File: src/rtl/lsm_sequencer.sv
// Block data transfer (LDM/STM) sequencer: walks the register list one beat per ack.
// Optional macro LSM_PC_LOAD_FLUSH_EN enables the PC_LOADED pulse on a load into R15.
module lsm_sequencer #(
  parameter int unsigned WORD_BYTES = 4
) (
  input  logic        clk,
  input  logic        rst,
  input  logic        start,
  input  logic [31:0] IR,
  input  logic [31:0] BASE,
  input  logic        mem_ack,
  output logic        mem_req,
  output logic [31:0] mem_addr,
  output logic        mem_we,
  output logic [3:0]  REG_COUNTER,
  output logic        LSM_RD_MUX,
  output logic        LATCH_REG,
  output logic        WRITE_BACK,
  output logic [31:0] WB_DATA,
  output logic        PC_LOADED,
  output logic        busy,
  output logic        done
);

  localparam logic [31:0] STRIDE = 32'(WORD_BYTES);

  typedef enum logic [1:0] {
    IDLE = 2'd0,
    XFER = 2'd1,
    WB   = 2'd2,
    DONE = 2'd3
  } state_t;

  state_t      state_q, state_d;
  logic [15:0] mask_q;
  logic [31:0] addr_q;
  logic [31:0] wb_data_q;
  logic        l_q;
  logic        w_q;
  logic        skip_wb_q;

  // Instruction fields this block does not look at (condition, opcode class, S bit).
  logic unused_ir;
  assign unused_ir = ^{IR[31:25], IR[22]};

  logic [15:0] ir_list;
  logic [3:0]  ir_rn;
  logic        ir_p, ir_u;
  assign ir_list = IR[15:0];
  assign ir_rn   = IR[19:16];
  assign ir_p    = IR[24];
  assign ir_u    = IR[23];

  function automatic logic [4:0] popcount16(input logic [15:0] v);
    logic [4:0] c;
    c = 5'd0;
    for (int i = 0; i < 16; i++) c = c + 5'(v[i]);
    return c;
  endfunction

  // Start address and final base value, evaluated only when start is accepted.
  logic [31:0] span;
  logic [31:0] start_addr;
  logic [31:0] wb_value;

  always_comb begin
    span = 32'(popcount16(ir_list)) * STRIDE;
    unique case ({ir_p, ir_u})
      2'b01:   start_addr = BASE;
      2'b11:   start_addr = BASE + STRIDE;
      2'b00:   start_addr = BASE - span + STRIDE;
      default: start_addr = BASE - span;
    endcase
    wb_value = ir_u ? (BASE + span) : (BASE - span);
  end

  // Lowest pending register: isolate the lowest set bit and encode its index.
  logic [15:0] lowest_onehot;
  logic [3:0]  reg_idx;

  // NOTE: every signal written in a combinational block gets a default first,
  // otherwise paths that skip an assignment infer a latch.
  always_comb begin
    lowest_onehot = mask_q & (~mask_q + 16'd1);
    reg_idx       = 4'd0;
    for (int i = 15; i >= 0; i--) begin
      if (mask_q[i]) reg_idx = 4'(i);
    end
  end

  logic beat_done;
  logic last_beat;
  assign beat_done = (state_q == XFER) && mem_ack;
  assign last_beat = (mask_q & ~lowest_onehot) == 16'd0;

  always_comb begin
    state_d = state_q;
    unique case (state_q)
      IDLE: begin
        if (start) state_d = (ir_list == 16'd0) ? DONE : XFER;
      end
      XFER: begin
        if (beat_done && last_beat) state_d = (w_q && !skip_wb_q) ? WB : DONE;
      end
      WB:      state_d = DONE;
      DONE:    state_d = IDLE;
      default: state_d = IDLE;
    endcase
  end

  // NOTE: sequential state uses non-blocking assignments so every register
  // samples the pre-edge values regardless of statement order.
  always_ff @(posedge clk) begin
    if (rst) begin
      state_q   <= IDLE;
      mask_q    <= 16'd0;
      addr_q    <= 32'd0;
      wb_data_q <= 32'd0;
      l_q       <= 1'b0;
      w_q       <= 1'b0;
      skip_wb_q <= 1'b0;
    end else begin
      state_q <= state_d;
      if (state_q == IDLE && start) begin
        mask_q    <= ir_list;
        addr_q    <= start_addr;
        wb_data_q <= wb_value;
        l_q       <= IR[20];
        w_q       <= IR[21];
        // A load that includes the base register keeps the loaded value.
        skip_wb_q <= IR[20] && ir_list[ir_rn];
      end else if (beat_done) begin
        mask_q <= mask_q & ~lowest_onehot;
        addr_q <= addr_q + STRIDE;
      end
    end
  end

  assign mem_req     = (state_q == XFER);
  assign mem_addr    = mem_req ? addr_q : 32'd0;
  assign mem_we      = mem_req && !l_q;
  assign REG_COUNTER = reg_idx;
  assign LSM_RD_MUX  = mem_req && l_q;
  assign LATCH_REG   = beat_done && l_q;
  assign WRITE_BACK  = (state_q == WB);
  assign WB_DATA     = wb_data_q;
  assign busy        = (state_q != IDLE);
  assign done        = (state_q == DONE);

`ifdef LSM_PC_LOAD_FLUSH_EN
  assign PC_LOADED = LATCH_REG && (reg_idx == 4'd15);
`else
  assign PC_LOADED = 1'b0;
`endif

endmodule

File: config.mk
export PLATFORM = sky130hd
export DESIGN_NAME = lsm_sequencer
export DESIGN_NICKNAME = d
export VERILOG_FILES = /design/src/rtl/lsm_sequencer.sv
export SDC_FILE = /design/constraint.sdc
export NUM_CORES = 1
export LEC_CHECK = 0
export ABC_AREA = 1
export ABC_CLOCK_PERIOD_IN_PS = 10400
export BUFFER_PORTS_ARGS = -buffer_cell sky130_fd_sc_hd__buf_2
export CORE_MARGIN = 3
export CORE_UTILIZATION = 43
export CTS_CLUSTER_SIZE = 10
export DETAILED_ROUTE_END_ITERATION = 6
export GPL_ROUTABILITY_DRIVEN = 0
export GPL_TIMING_DRIVEN = 0
export PLACE_DENSITY = 0.64
export REMOVE_ABC_BUFFERS = 1
export SYNTH_ARGS = -nofsm -noshare
export SYNTH_HDL_FRONTEND = slang
export SYNTH_SLANG_ARGS = --single-unit
File: constraint.sdc
create_clock -name clk -period 10.4 [get_ports clk]
set_clock_uncertainty 0.05 [all_clocks]
set_input_delay 2.6 -clock clk [delete_from_list [all_inputs] [get_ports clk]]
set_output_delay 2.6 -clock clk [all_outputs]
set_load 0.02 [all_outputs]
==> results of run 1 <==
## metrics by stage
stage | power [mW] | area (um2)
floorplan | 1.49 | 9130
global placement | 1.86 | 10100
detailed placement | 1.88 | 10200
CTS | 2.25 | 10500
global route | 2.45 | 10500
finish | 2.25 | 10500
## layout make-up
class / instances / share of cell area
clock buffers: 10 / 0.0218
repair buffers: 135 / 0.0658
multi-input cells: 1238 / 0.632
well taps: 275 / 0.0328
flip-flops and latches: 85 / 0.162
inverters: 215 / 0.0769
clock inverters: 5 / 0.00823
## cells in the final DEF (no fill, tap or decap), types with 4 or more instances in the layout
cell type / n
clkbuf_16: 9
or2_2: 5
o21ai_1: 17
nand2_2: 30
nand4_1: 26
inv_2: 16
o211ai_1: 25
nor3_1: 15
xor2_1: 27
nand2_4: 5
nor3_2: 4
a21oi_1: 136
xnor2_1: 7
nand2_1: 434
fa_1: 12
nor4_1: 8
nor2_2: 27
a31oi_1: 18
a21oi_2: 6
nand3_1: 115
buf_2: 134
o221ai_1: 4
inv_1: 197
nand3_2: 9
nand3b_1: 4
dfxtp_1: 85
and2_1: 4
o21ai_0: 106
nor2_1: 119
nor2_4: 15
nand3_4: 4
ha_1: 24
## worst paths after layout
| check | startpoint | endpoint |
|---|---|---|
| setup / recovery | IR[3] | WB_DATA[24] |
| hold / removal | WB_DATA[29] | WB_DATA[29] |
| setup reg to reg | state_q[1] | addr_q[19] |
| hold reg to reg | WB_DATA[29] | WB_DATA[29] |
## sequential cells by signal, indices dropped and copies added (netlist names)
register / count
w_q: 1
skip_wb_q: 1
WB_DATA: 32
state_q: 2
l_q: 1
addr_q: 32
mask_q: 16
## routing by layer
metal | wire length, um | vias to the layer above
met1 | 14800 | 4849
met5 | 0 | -
met2 | 13800 | 425
met4 | 648 | 0
met3 | 2530 | 44
li1 | - | 5383
## power by group
group | internal (mW) | leakage (nW) | switching (mW)
clock | 0.211 | 0.153 | 0.155
combinational | 0.435 | 4.25 | 0.929
sequential | 0.426 | 0.700 | 0.0944
total | 1.07 | 5.11 | 1.18
## worst min-delay path, delay by kind of cell (launching register included)
kind / cells / cell delay [ns]
simple gates: 1 / 0.06
compound gates: 1 / 0.06
flops: 1 / 0.31
## kinds of logic (layout without fill, tap and decap cells)
logic type      Yosys count  after routing  synth area share
simple gates            831            831             0.412
compound gates          333            333             0.196
buf+inv                 286            365             0.120
flops                    85             85             0.180
fa+ha+maj                39             39            0.0611
xor+xnor                 34             34            0.0315
other cells               1              1          0.000396
==> reports/summary.txt, run 1 <==
Final setup fails: 0
Die Wd: 154 um
Most numerous cell in the Yosys netlist: nand2_1
Placement Setup Slack: 1.72 ns
Biggest area consumer among synthesized cells: dfxtp_1
DRT iter0 DRCs: 992
FP Rows: 53
PostCTS Resize Cnt: 0
Clock Sinks: 85
Max-slew violations: 0
Worst hold-check path type: flop to flop
Vias in the first global route: 9803
Top FF cell, synth: dfxtp_1
Drt drc: 0
# IOs: 144
Starting density of the core: 0.444
Grt met2 use: 0.403
Leakage: 5.11 nW
Buf/Inv on CP: 5
Post-synth EDFFs: 0
Crit-path slowest cell: fa_1
R2R setup slack: 5.84 ns
Most frequent CP cell: fa_1
GR Util met3: 0.0442
Top area cells in the synthesized netlist: dfxtp_1 (18%), nand2_1 (17%), inv_1 (7.9%)
Antenna violation net count after detailed routing: 0
Max FO, Critical Path: 9
Worst setup path class: input pin to flop
Top cell type's share of synthesized area: 0.180
Clock transition at path regs: 0.07 ns
Initial antenna violation count: 0
Worst Path Required: 10.63 ns
TritonCTS buffer count: 9
Routed wire length: 31.8 mm
Max clock buf depth: 2
Chip Height: 154 um
Clock Tree Root: clkbuf_16
Largest stage delay, worst path: 0.54 ns
TNS Setup: 0 ns
Final Hold Viols: 0
Core box area: 21300 um2
Post-DP HPWL: 23.5 mm
Ant diodes: 0
Area of the multi-input gates: 6640 um2
Syn Area/Cell: 5.88 um2
Final net count: 1791
Placed Cells incl. Taps: 1948
Slew headroom: 0.147
Critical path's top delay family: adder cells
Stages on worst setup path: 26
Post-CTS setup buffer count: 0
FF+latch count, synth: 85
Port bufs: 134
Routed vias: 10701
Syn Std Cell Area: 9460 um2
Max cap viols: 0
Seq/Total Area, Yosys: 0.180
Post-route insts no fill: 1963
Hold Path Stages: 2
Period utilization: 0.804
Status: finished, final reports clean
Fmax: 120 MHz
Unrepaired setup endpoints after global routing: no
Worst EP arrival: 8.59 ns
Async set-reset flop share out of synthesis: 0
Post-Synthesis Cells: 1609
CTS tree: done
Clk Latency, worst-skew pair: 0.36 ns
H-tree levels: 3
Busiest grt layer: met2
DIE AREA: 23800 um2
Critical path startpoint category: input pin
First-pass GRT wire length: 50.9 mm
R2r worst-path depth: 7
Largest net degree at the start of global routing: 72
Grt total ovfl: 0
Tot GR Track Use: 0.261
Crit. End Element: flop
Register area: 1700 um2
Area grow syn2layout: 11.0%
Min setup slack post-route: 2.04 ns
Netlist cell types: 55
Met1 Use GR: 0.378
DRT Pass-1 Iters: 6
Vias per inst: 5.45
Filler cells: 2346
CTS Hold Bufs: 0
Synth cell count leaders: nand2_1 (435), inv_1 (199), a21oi_1 (136), nor2_1 (119), nand3_1 (115)
Pwr Density: 214 nW/um2
Slew @ Worst Pin: 1.28 ns
Fin Hold WS: 0.413 ns
Peak supply drop: 0.000105 V
Layout cell share with drive strength beyond 1: 0.165
Core Util, Final: 0.493
YS warnings: 0
DR WL/cell: 16.2 um
Post-route minimum period: 8.36 ns
Power figures use the tool's default switching activity.
==> inputs of run 2 (changes only) <==
ABC_AREA = 0   (was 1)
ABC_CLOCK_PERIOD_IN_PS = 6850   (was 10400)
PLACE_DENSITY = 0.67   (was 0.64)
clock period = 6.85 ns   (was 10.4 ns; I/O delays follow)
==> reports/summary.txt, run 2 <==
Status: finished with violations (was finished, final reports clean)
Failing checks: setup timing
Drt drc: 0 (unchanged)
Starting density of the core: 0.446 (was 0.444)
Pwr Density: 342 nW/um2 (was 214 nW/um2)
Worst setup path class: input pin to flop (unchanged)
Most numerous cell in the Yosys netlist: nand2_1 (unchanged)
Max-slew violations: 0 (unchanged)
Worst EP arrival: 7.45 ns (was 8.59 ns)
FP Rows: 50 (was 53)
Tot GR Track Use: 0.260 (was 0.261)
H-tree levels: 3 (unchanged)
DRT Pass-1 Iters: 7 (was 6)
Routed wire length: 30.6 mm (was 31.8 mm)
Crit. End Element: flop (unchanged)
Max clock buf depth: 2 (unchanged)
Post-DP HPWL: 19.5 mm (was 23.5 mm)
Commonest non-fill, non-tap cell in the layout: nand2_1 (unchanged)
Commonest cells after routing, fill and taps aside: nand2_1 (150), buf_2 (126), nor2_1 (90), a21oi_1 (89), dfxtp_1 (85) (was nand2_1 (434), inv_1 (197), a21oi_1 (136), buf_2 (134), nor2_1 (119))
Max FO, Critical Path: 6 (was 9)
Seq/Total Area, Yosys: 0.201 (was 0.180)
Filler cells: 1718 (was 2346)
Synth cell count leaders: nand2_1 (154), nor2_1 (97), a21oi_1 (93), dfxtp_1 (85), xnor2_1 (75) (was nand2_1 (435), inv_1 (199), a21oi_1 (136), nor2_1 (119), nand3_1 (115))
Die Wd: 146 um (was 154 um)
Peak supply drop: 0.000262 V (was 0.000105 V)
Leakage: 4.19 nW (was 5.11 nW)
Largest net degree at the start of global routing: 79 (was 72)
Register area: 1700 um2 (unchanged)
Core Util, Final: 0.578 (was 0.493)
TNS Setup: -5.85 ns (was 0 ns)
CTS Hold Bufs: 0 (unchanged)
Layout cell share with drive strength beyond 1: 0.282 (was 0.165)
Antenna violation net count after detailed routing: 0 (unchanged)
Top cell type's share of synthesized area: 0.201 (was 0.180)
Chip Height: 146 um (was 154 um)
Clock Sinks: 85 (unchanged)
Cell Area, Placed: 9180 um2 (was 10200 um2)
Post-Synthesis Cells: 1180 (was 1609)
Initial antenna violation count: 0 (unchanged)
Worst hold-check path type: flop to flop (unchanged)
FF+latch count, synth: 85 (unchanged)
DIE AREA: 21500 um2 (was 23800 um2)
Core box area: 19000 um2 (was 21300 um2)
Slew headroom: 0.180 (was 0.147)
Fmax: 137 MHz
DR WL/cell: 19.4 um (was 16.2 um)
# IOs: 144 (unchanged)
Critical path startpoint category: input pin (unchanged)
Vias in the first global route: 8642 (was 9803)
Ant diodes: 0 (unchanged)
Biggest area consumer among synthesized cells: dfxtp_1 (unchanged)
Top FF cell, synth: dfxtp_1 (unchanged)
Final setup fails: 22 (was 0)
Final net count: 1419 (was 1791)
Async set-reset flop share out of synthesis: 0 (unchanged)
Post-route minimum period: 7.30 ns
Final Cell Area: 11000 um2 (was 10500 um2)
Placed Cells incl. Taps: 1489 (was 1948)
Area of the multi-input gates: 7080 um2 (was 6640 um2)
Min setup slack post-route: -0.448 ns (was 2.04 ns)
Max cap viols: 0 (unchanged)
Post-synth EDFFs: 0 (unchanged)
First-pass GRT wire length: 46.0 mm (was 50.9 mm)
Slew @ Worst Pin: 1.23 ns (was 1.28 ns)
Period utilization: 1.07
Vias per inst: 6.03 (was 5.45)
Placement Setup Slack: -1.74 ns (was 1.72 ns)
DRT iter0 DRCs: 1126 (was 992)
Port bufs: 134 (unchanged)
Clk Latency, worst-skew pair: 0.36 ns (about the same)
Top area cells in the synthesized netlist: dfxtp_1 (20%), xnor2_1 (7.7%), nand2_1 (6.8%) (was dfxtp_1 (18%), nand2_1 (17%), inv_1 (7.9%))
YS warnings: 0 (unchanged)
CTS tree: done (unchanged)
Post-route insts no fill: 1577 (was 1963)
Routed vias: 9516 (was 10701)
Syn Area/Cell: 7.19 um2 (was 5.88 um2)
Netlist cell types: 82 (was 55)
Final Hold Viols: 0 (unchanged)
Grt total ovfl: 0 (unchanged)
TritonCTS buffer count: 9 (unchanged)
Clock Tree Root: clkbuf_16 (unchanged)
Syn Std Cell Area: 8490 um2 (was 9460 um2)
Clock transition at path regs: 0.07 ns (about the same)
Area grow syn2layout: 29.6% (was 11.0%)
Worst Path Required: 7.00 ns (was 10.63 ns)
Fin Hold WS: 0.396 ns (was 0.413 ns)
Unrepaired setup endpoints after global routing: yes (was no)
Power, Total: 3.77 mW (was 2.25 mW)
## run 2: cells by family after synthesis
family | share of synthesized area
other cells | 0.000442
xor+xnor | 0.117
mux | 0.0195
compound gates | 0.220
simple gates | 0.306
flops | 0.201
fa+ha+maj | 0.0717
buf+inv | 0.0653
## run 2: repair_timing
item                                   4_1_cts  5_1_grt
setup buffers                               34       34
pin swaps                                   50       56
setup endpoints to repair                   48       39
cloned                                       4        0
endpoints found under the hold margin        0        0
gates resized for setup                    118       86
## run 2: layout make-up
| type | instances | share of cell area |
|---|---|---|
| Multi-Input combinational cell | 962 | 0.644 |
| Clock buffer | 9 | 0.0205 |
| Tap cell | 260 | 0.0296 |
| Timing Repair Buffer | 204 | 0.126 |
| Sequential cell | 85 | 0.155 |
| Clock inverter | 7 | 0.00740 |
| Inverter | 50 | 0.0175 |
## run 2: path summary, 6_finish.rpt
kind / start / endpoint / slack (ns) / depth (start not counted)
worst min register to register: WB_DATA[31] / WB_DATA[31] / 0.40 / 2
worst min-delay path: WB_DATA[31] / WB_DATA[31] / 0.40 / 2
worst max register to register: state_q[1] / addr_q[23] / 3.02 / 9
worst max-delay path: IR[5] / addr_q[20] / -0.45 / 25
## run 2: critical path: stages
cell,delay [ns]
buf_8,0.09
inv_4,0.03
fa_1,0.51
fa_1,0.59
fa_2,0.45
fa_1,0.53
inv_2,0.05
ha_4,0.15
fa_2,0.35
a21o_1,0.19
and2_4,0.18
ha_4,0.30
nand2b_4,0.15
buf_6,0.11
nand3b_4,0.10
buf_4,0.16
nor4_2,0.19
xor2_1,0.28
nand4b_1,0.16
buf_6,0.17
or2_4,0.26
buf_6,0.13
or3_1,0.35
a31oi_1,0.17
a2111oi_0,0.08
## run 2: where the power goes
| part | leakage (nW) | total, mW | switching (mW) | internal, mW |
|---|---|---|---|---|
| logic | 3.34 | 2.52 | 1.45 | 1.07 |
| registers | 0.699 | 0.720 | 0.110 | 0.610 |
| clock network | 0.147 | 0.522 | 0.234 | 0.288 |
| total | 4.19 | 3.77 | 1.79 | 1.97 |
## run 2: routing by layer
layer  global-route usage  part of all wire
met1                0.356              0.42
met5                    0                 0
met4               0.0997             0.045
met3               0.0537             0.089
met2                0.402              0.45
